[src/rtl/ones_comp_mul_unit_pkg.sv]
// Shared encodings for the ones'-complement multiply/add unit:
// FSM states, result-sign flags (priznak) and operation codes.
package ones_comp_mul_unit_pkg;

    typedef enum logic [2:0] {
        ST_IDLE = 3'd0,
        ST_CALC = 3'd1,
        ST_ADD  = 3'd2,
        ST_SIGN = 3'd3,
        ST_DONE = 3'd4
    } state_t;

    localparam logic [1:0] PRIZ_ZERO = 2'b00;
    localparam logic [1:0] PRIZ_POS  = 2'b01;
    localparam logic [1:0] PRIZ_NEG  = 2'b10;

    localparam logic OP_MUL = 1'b0;
    localparam logic OP_ADD = 1'b1;

    function automatic logic [1:0] priznak_of(input logic is_zero, input logic msb);
        if (is_zero) begin
            return PRIZ_ZERO;
        end
        return msb ? PRIZ_NEG : PRIZ_POS;
    endfunction

endpackage

[src/rtl/ones_comp_mul_unit_adder.sv]
// W-bit ones'-complement adder: the carry out of the MSB is folded back
// into bit 0 (end-around carry).
module ones_comp_adder #(
    parameter int W = 8
) (
    input  logic [W-1:0] a_i,
    input  logic [W-1:0] b_i,
    output logic [W-1:0] sum_o
);

    logic [W:0] raw_sum;

    assign raw_sum = {1'b0, a_i} + {1'b0, b_i};
    assign sum_o   = raw_sum[W-1:0] + {{(W-1){1'b0}}, raw_sum[W]};

endmodule

[src/rtl/ones_comp_mul_unit.sv]
// Ones'-complement multiply (shift-and-add over magnitudes) and add unit
// with sign/zero flags; one operation at a time under a small FSM.
module ones_comp_mul_unit
    import ones_comp_mul_unit_pkg::*;
#(
    parameter int N = 4
) (
    input  logic           clk,
    input  logic           rst_n,
    input  logic           start,
    input  logic           op,
    input  logic [N-1:0]   a,
    input  logic [N-1:0]   b,
    output logic           ready,
    output logic           done,
    output logic [2*N-1:0] rr,
    output logic [1:0]     priznak,
    output logic [2:0]     dbg_state_o
);

    localparam int W  = 2 * N;
    localparam int CW = $clog2(N);
    localparam logic [CW-1:0] CNT_LAST = CW'(N - 2);

    // Handshake: an operation is accepted on the rising edge where start=1
    // and ready=1 (ready is high only in IDLE); start is ignored otherwise.
    // done pulses for exactly one cycle when rr/priznak carry the new result.

    state_t         state_q, state_d;
    logic           op_q, op_d;
    logic           sign_a_q, sign_a_d;
    logic           sign_b_q, sign_b_d;
    logic [N-2:0]   mag_a_q, mag_a_d;
    logic [N-2:0]   mag_b_q, mag_b_d;
    logic [W-1:0]   acc_q, acc_d;
    logic [CW-1:0]  cnt_q, cnt_d;
    logic [W-1:0]   rr_q, rr_d;
    logic [1:0]     priz_q, priz_d;

    logic [W-1:0]   add_x, add_y, add_sum;
    logic [W-1:0]   ext_a, ext_b;
    logic [W-1:0]   mcand_shifted;
    logic [N-2:0]   mplier_shifted;
    logic [W-1:0]   mul_res, raw_res, norm_res;

    // Rebuild the original operands from sign+magnitude and sign-extend.
    assign ext_a = {{(N+1){sign_a_q}}, (sign_a_q ? ~mag_a_q : mag_a_q)};
    assign ext_b = {{(N+1){sign_b_q}}, (sign_b_q ? ~mag_b_q : mag_b_q)};

    assign mcand_shifted  = {{(N+1){1'b0}}, mag_a_q} << cnt_q;
    assign mplier_shifted = mag_b_q >> cnt_q;

    // One adder serves both the accumulate step and the ADD operation;
    // magnitude products never carry out, so end-around carry is inert there.
    always_comb begin
        add_x = acc_q;
        add_y = mplier_shifted[0] ? mcand_shifted : '0;
        if (state_q == ST_ADD) begin
            add_x = ext_a;
            add_y = ext_b;
        end
    end

    ones_comp_adder #(
        .W (W)
    ) u_adder (
        .a_i   (add_x),
        .b_i   (add_y),
        .sum_o (add_sum)
    );

    assign mul_res  = (sign_a_q ^ sign_b_q) ? ~acc_q : acc_q;
    assign raw_res  = (op_q == OP_ADD) ? acc_q : mul_res;
    assign norm_res = (&raw_res) ? '0 : raw_res;

    always_comb begin
        state_d  = state_q;
        op_d     = op_q;
        sign_a_d = sign_a_q;
        sign_b_d = sign_b_q;
        mag_a_d  = mag_a_q;
        mag_b_d  = mag_b_q;
        acc_d    = acc_q;
        cnt_d    = cnt_q;
        rr_d     = rr_q;
        priz_d   = priz_q;
        case (state_q)
            ST_IDLE: begin
                if (start) begin
                    op_d     = op;
                    sign_a_d = a[N-1];
                    sign_b_d = b[N-1];
                    mag_a_d  = a[N-1] ? ~a[N-2:0] : a[N-2:0];
                    mag_b_d  = b[N-1] ? ~b[N-2:0] : b[N-2:0];
                    acc_d    = '0;
                    cnt_d    = '0;
                    state_d  = (op == OP_ADD) ? ST_ADD : ST_CALC;
                end
            end
            ST_CALC: begin
                acc_d = add_sum;
                cnt_d = cnt_q + 1'b1;
                if (cnt_q == CNT_LAST) begin
                    state_d = ST_SIGN;
                end
            end
            ST_ADD: begin
                acc_d   = add_sum;
                state_d = ST_SIGN;
            end
            ST_SIGN: begin
                rr_d    = norm_res;
                priz_d  = priznak_of(norm_res == '0, norm_res[W-1]);
                state_d = ST_DONE;
            end
            ST_DONE: begin
                state_d = ST_IDLE;
            end
            default: begin
                state_d = ST_IDLE;
            end
        endcase
    end

    always_ff @(posedge clk or negedge rst_n) begin
        if (!rst_n) begin
            state_q  <= ST_IDLE;
            op_q     <= 1'b0;
            sign_a_q <= 1'b0;
            sign_b_q <= 1'b0;
            mag_a_q  <= '0;
            mag_b_q  <= '0;
            acc_q    <= '0;
            cnt_q    <= '0;
            rr_q     <= '0;
            priz_q   <= PRIZ_ZERO;
        end else begin
            state_q  <= state_d;
            op_q     <= op_d;
            sign_a_q <= sign_a_d;
            sign_b_q <= sign_b_d;
            mag_a_q  <= mag_a_d;
            mag_b_q  <= mag_b_d;
            acc_q    <= acc_d;
            cnt_q    <= cnt_d;
            rr_q     <= rr_d;
            priz_q   <= priz_d;
        end
    end

    assign ready       = (state_q == ST_IDLE);
    assign done        = (state_q == ST_DONE);
    assign rr          = rr_q;
    assign priznak     = priz_q;
    assign dbg_state_o = state_q;

endmodule

[config.mk]
export PLATFORM = sky130hd
export DESIGN_NAME = ones_comp_mul_unit
export DESIGN_NICKNAME = d
export VERILOG_FILES = /design/src/rtl/ones_comp_mul_unit_pkg.sv /design/src/rtl/ones_comp_mul_unit_adder.sv /design/src/rtl/ones_comp_mul_unit.sv
export SDC_FILE = /design/constraint.sdc
export NUM_CORES = 1
export LEC_CHECK = 0
export CORE_UTILIZATION = 25
export CTS_CLUSTER_SIZE = 25
export DETAILED_ROUTE_END_ITERATION = 8
export RECOVER_POWER = 25
export SLEW_MARGIN = 20
export SYNTH_ARGS = -nofsm -noshare
export SYNTH_HDL_FRONTEND = slang
export SYNTH_SLANG_ARGS = --single-unit
[constraint.sdc]
create_clock -name clk -period 5.6 [get_ports clk]
set_input_delay 0.84 -clock clk [delete_from_list [all_inputs] [get_ports clk]]
set_output_delay 0.84 -clock clk [all_outputs]
set_load 0.1 [all_outputs]
==> impl_metrics.json <==
{
  "cts-root-buf": "clkbuf_8",
  "grt_pass1_vias": 1797,
  "grtUsageTotal": 0.1128,
  "crit_arrival_ns": 4.40,
  "core_area_um2": 8848,
  "place_hpwl_um": 3909,
  "tns_ns": 0,
  "slew_headroom": -0.1388,
  "violations": "design-rule violations, max-capacitance violations, max-slew violations",
  "crit_chain": "inv_1, or3_1, nand2_1, o21ai_1, ha_1, fa_1, a211oi_2, o21ai_0, a21o_1, a21o_1, ha_1, nand3_2, nor3_4, a221o_1, a21o_1, a32o_1",
  "critPathKind": "reg -> reg",
  "routedWlPerCell_um": 12.67,
  "fin_crit_ns": 4.225,
  "yosysWarnings": 0,
  "fmax_ghz": 0.2367,
  "cts_resized": 0,
  "cp_common_cell": "a21o_1",
  "grt_setup_unrepaired": "no",
  "drt_wl_total_um": 4940,
  "die_width_um": 98.07,
  "route.detailed.drc": 10,
  "dr.max_layer_used": "met4",
  "final_common_cell": "dfrtp_1",
  "drv_cap": 1,
  "final_hold_viol_count": 0,
  "slew_viol_final": 33,
  "grt_pass1_wl_um": 8790,
  "r2r_slack_ns": 1.37,
  "timing.critical_path.from": "dbg_state_o[1]$_DFFE_PN0P_",
  "cp_data_required_time_ns": 5.78,
  "diodes": 0,
  "clockBufferDepth": 2,
  "vias": 1891,
  "avgSynthCellArea_um2": 8.840,
  "min_path_type": "reg -> reg",
  "met2_length_um": 2252,
  "postCtsSetupBuffers": 0,
  "fp-row-count": 34,
  "cts_tree": "done",
  "critPathMaxStageDelay_ns": 0.57,
  "numCtsBuffers": 5,
  "final_cell_mix": "32 x dfrtp_1, 25 x clkdlybuf4s50_1, 24 x xnor2_1",
  "boundaryPins": 27,
  "syn-num-nets": 285,
  "synth-edff-count": 0,
  "hp-start": "priznak[1]$_DFFE_PN0P_",
  "finalCritPeriodShare": 0.7545,
  "gp_congestion": 0.8401,
  "fin_skew_ns": 0.005146,
  "synth_cells": 261,
  "holdPathEnd": "priznak[1]$_DFFE_PN0P_",
  "viasPerCell": 4.849,
  "worstSetupStartpointType": "flop",
  "dieArea_um2": 9617,
  "ys.flop_type": "dfrtp_1",
  "holdPathStages": 1,
  "synth_seq_cells": 32,
  "fin_util": 0.3121,
  "outcome": "complete, but fails checks",
  "setup_viol": 0,
  "initial_core_util": 0.2607,
  "port_buffers": 26,
  "gr-total-overflow": 0,
  "dr.pass1.iters": 7,
  "cts_hold_buffers": 0,
  "cp_slowest_cell": "or3_1",
  "drive_above_1_share": 0.08156,
  "cts_sinks": 32,
  "tightestPinTransition_ns": 1.708,
  "r2r_end": "acc_q[5]$_DFFE_PN0P_",
  "drtIter0Drc": 100,
  "nets": 305,
  "crit_fanout": 16,
  "seq_area_frac_synth": 0.3471,
  "grt_antenna_before_repair": 0,
  "async_flop_share": 1.000,
  "htreeDepth": 2,
  "areaGrowthSynthToFinish_pct": 19.69,
  "wl_met3_um": 149,
  "endpoint_kind": "flop",
  "clk_pin_slew_ns": 0.07,
  "clk_latency_ns": 0.28,
  "ys_types": 53,
  "synthesis.area_um2": 2307,
  "wl_met1_um": 2518,
  "r2r-start": "dbg_state_o[1]$_DFFE_PN0P_",
  "die_h_um": 98.07,
  "antenna_left": 0,
  "grt_max_degree": 33,
  "rr_worst_depth": 16
}
Yosys cell counts, drive strengths merged, types with 2 or more instances:
master   n  area (um^2)
buf      4        18.76
ha      11        137.6
a21oi   16        91.34
a32o     2        20.02
a31oi    4        25.02
a31o     2        17.52
nor3     9        61.31
a211oi   4        35.03
clkbuf  10        37.54
a221o    2        20.02
xor2     2        17.52
xnor2   24        210.2
nand3    8        45.04
a22o     5        43.79
a21o    11        82.58
inv      9        33.78
nand2   19        71.32
a211o    2        17.52
nand3b   3        22.52
mux2     3        33.78
and4     2        17.52
and2     4        25.02
o21ai   28        140.1
nand4    4        25.02
or3      2        12.51
nor2    21        81.33
dfrtp   32        800.8
or2      2        12.52
final cells by class:
type / instances / area [um^2]
Timing Repair Buffer: 27 / 264.0
Clock inverter: 3 / 42.54
Tap cell: 108 / 135.1
Sequential cell: 32 / 800.8
Fill cell: 940 / 6087
Clock buffer: 5 / 68.82
Multi-Input combinational cell: 206 / 1416
Inverter: 9 / 33.78
cells by family after synthesis:
logic type	after synthesis	synth area share
AOI/OAI and AO/OA	84	0.2457
xor gates and xnor gates	26	0.09870
adders and majority gates	12	0.06833
buffers and inverters	23	0.03904
DFF	32	0.3471
muxes	4	0.01898
and+or+nand+nor	80	0.1822
state kept, by name (all words and copies together), names as in the netlist:
register	count
acc_q	8
cnt_q	2
dbg_state_o	3
mag_a_q	3
mag_b_q	3
op_q	1
priznak	2
rr	8
sign_a_q	1
sign_b_q	1
critical path, delay by kind of cell (launching register included):
kind	cells	cell delay [ns]
AOI/OAI and AO/OA	8	1.66
adders and majority gates	3	0.92
buffers and inverters	1	0.11
DFF	1	0.52
and+or+nand+nor	4	0.91
stage by stage:
| stage | hold WS, ns | instances | area, um^2 | setup slack, ns |
|---|---|---|---|---|
| after floorplan | 0.4985 | 261 | 2307 | 0.8698 |
| after global placement | 0.4655 | 382 | 2654 | 1.512 |
| after detailed placement | 0.4693 | 382 | 2654 | 1.397 |
| after CTS | 0.4861 | 390 | 2765 | 1.391 |
| after global routing | 0.5093 | 390 | 2761 | 1.114 |
| final | 0.4810 | 390 | 2761 | 1.375 |
worst max-delay path by stage:
| stage | end | slack, ns | cells after the start |
|---|---|---|---|
| 3_3_place_gp | acc_q[5]$_DFFE_PN0P_ | 1.51 | 16 |
| 5_1_grt | acc_q[5]$_DFFE_PN0P_ | 1.11 | 16 |
| 4_1_cts | acc_q[5]$_DFFE_PN0P_ | 1.39 | 16 |
| 6_report | acc_q[5]$_DFFE_PN0P_ | 1.37 | 16 |
| 2_1_floorplan | acc_q[5]$_DFFE_PN0P_ | 0.87 | 19 |
| 3_5_place_dp | acc_q[5]$_DFFE_PN0P_ | 1.40 | 16 |
metal layers:
| metal | up-vias | GRT usage |
|---|---|---|
| li1 | 986 | - |
| met1 | 872 | 0.1550 |
| met3 | 2 | 0.02792 |
| met5 | - | 0 |
| met2 | 31 | 0.1766 |
| met4 | 0 | 0.02797 |
Power is not shown: default switching activity piles up to over one toggle a cycle in this logic, so the estimate is an artifact.
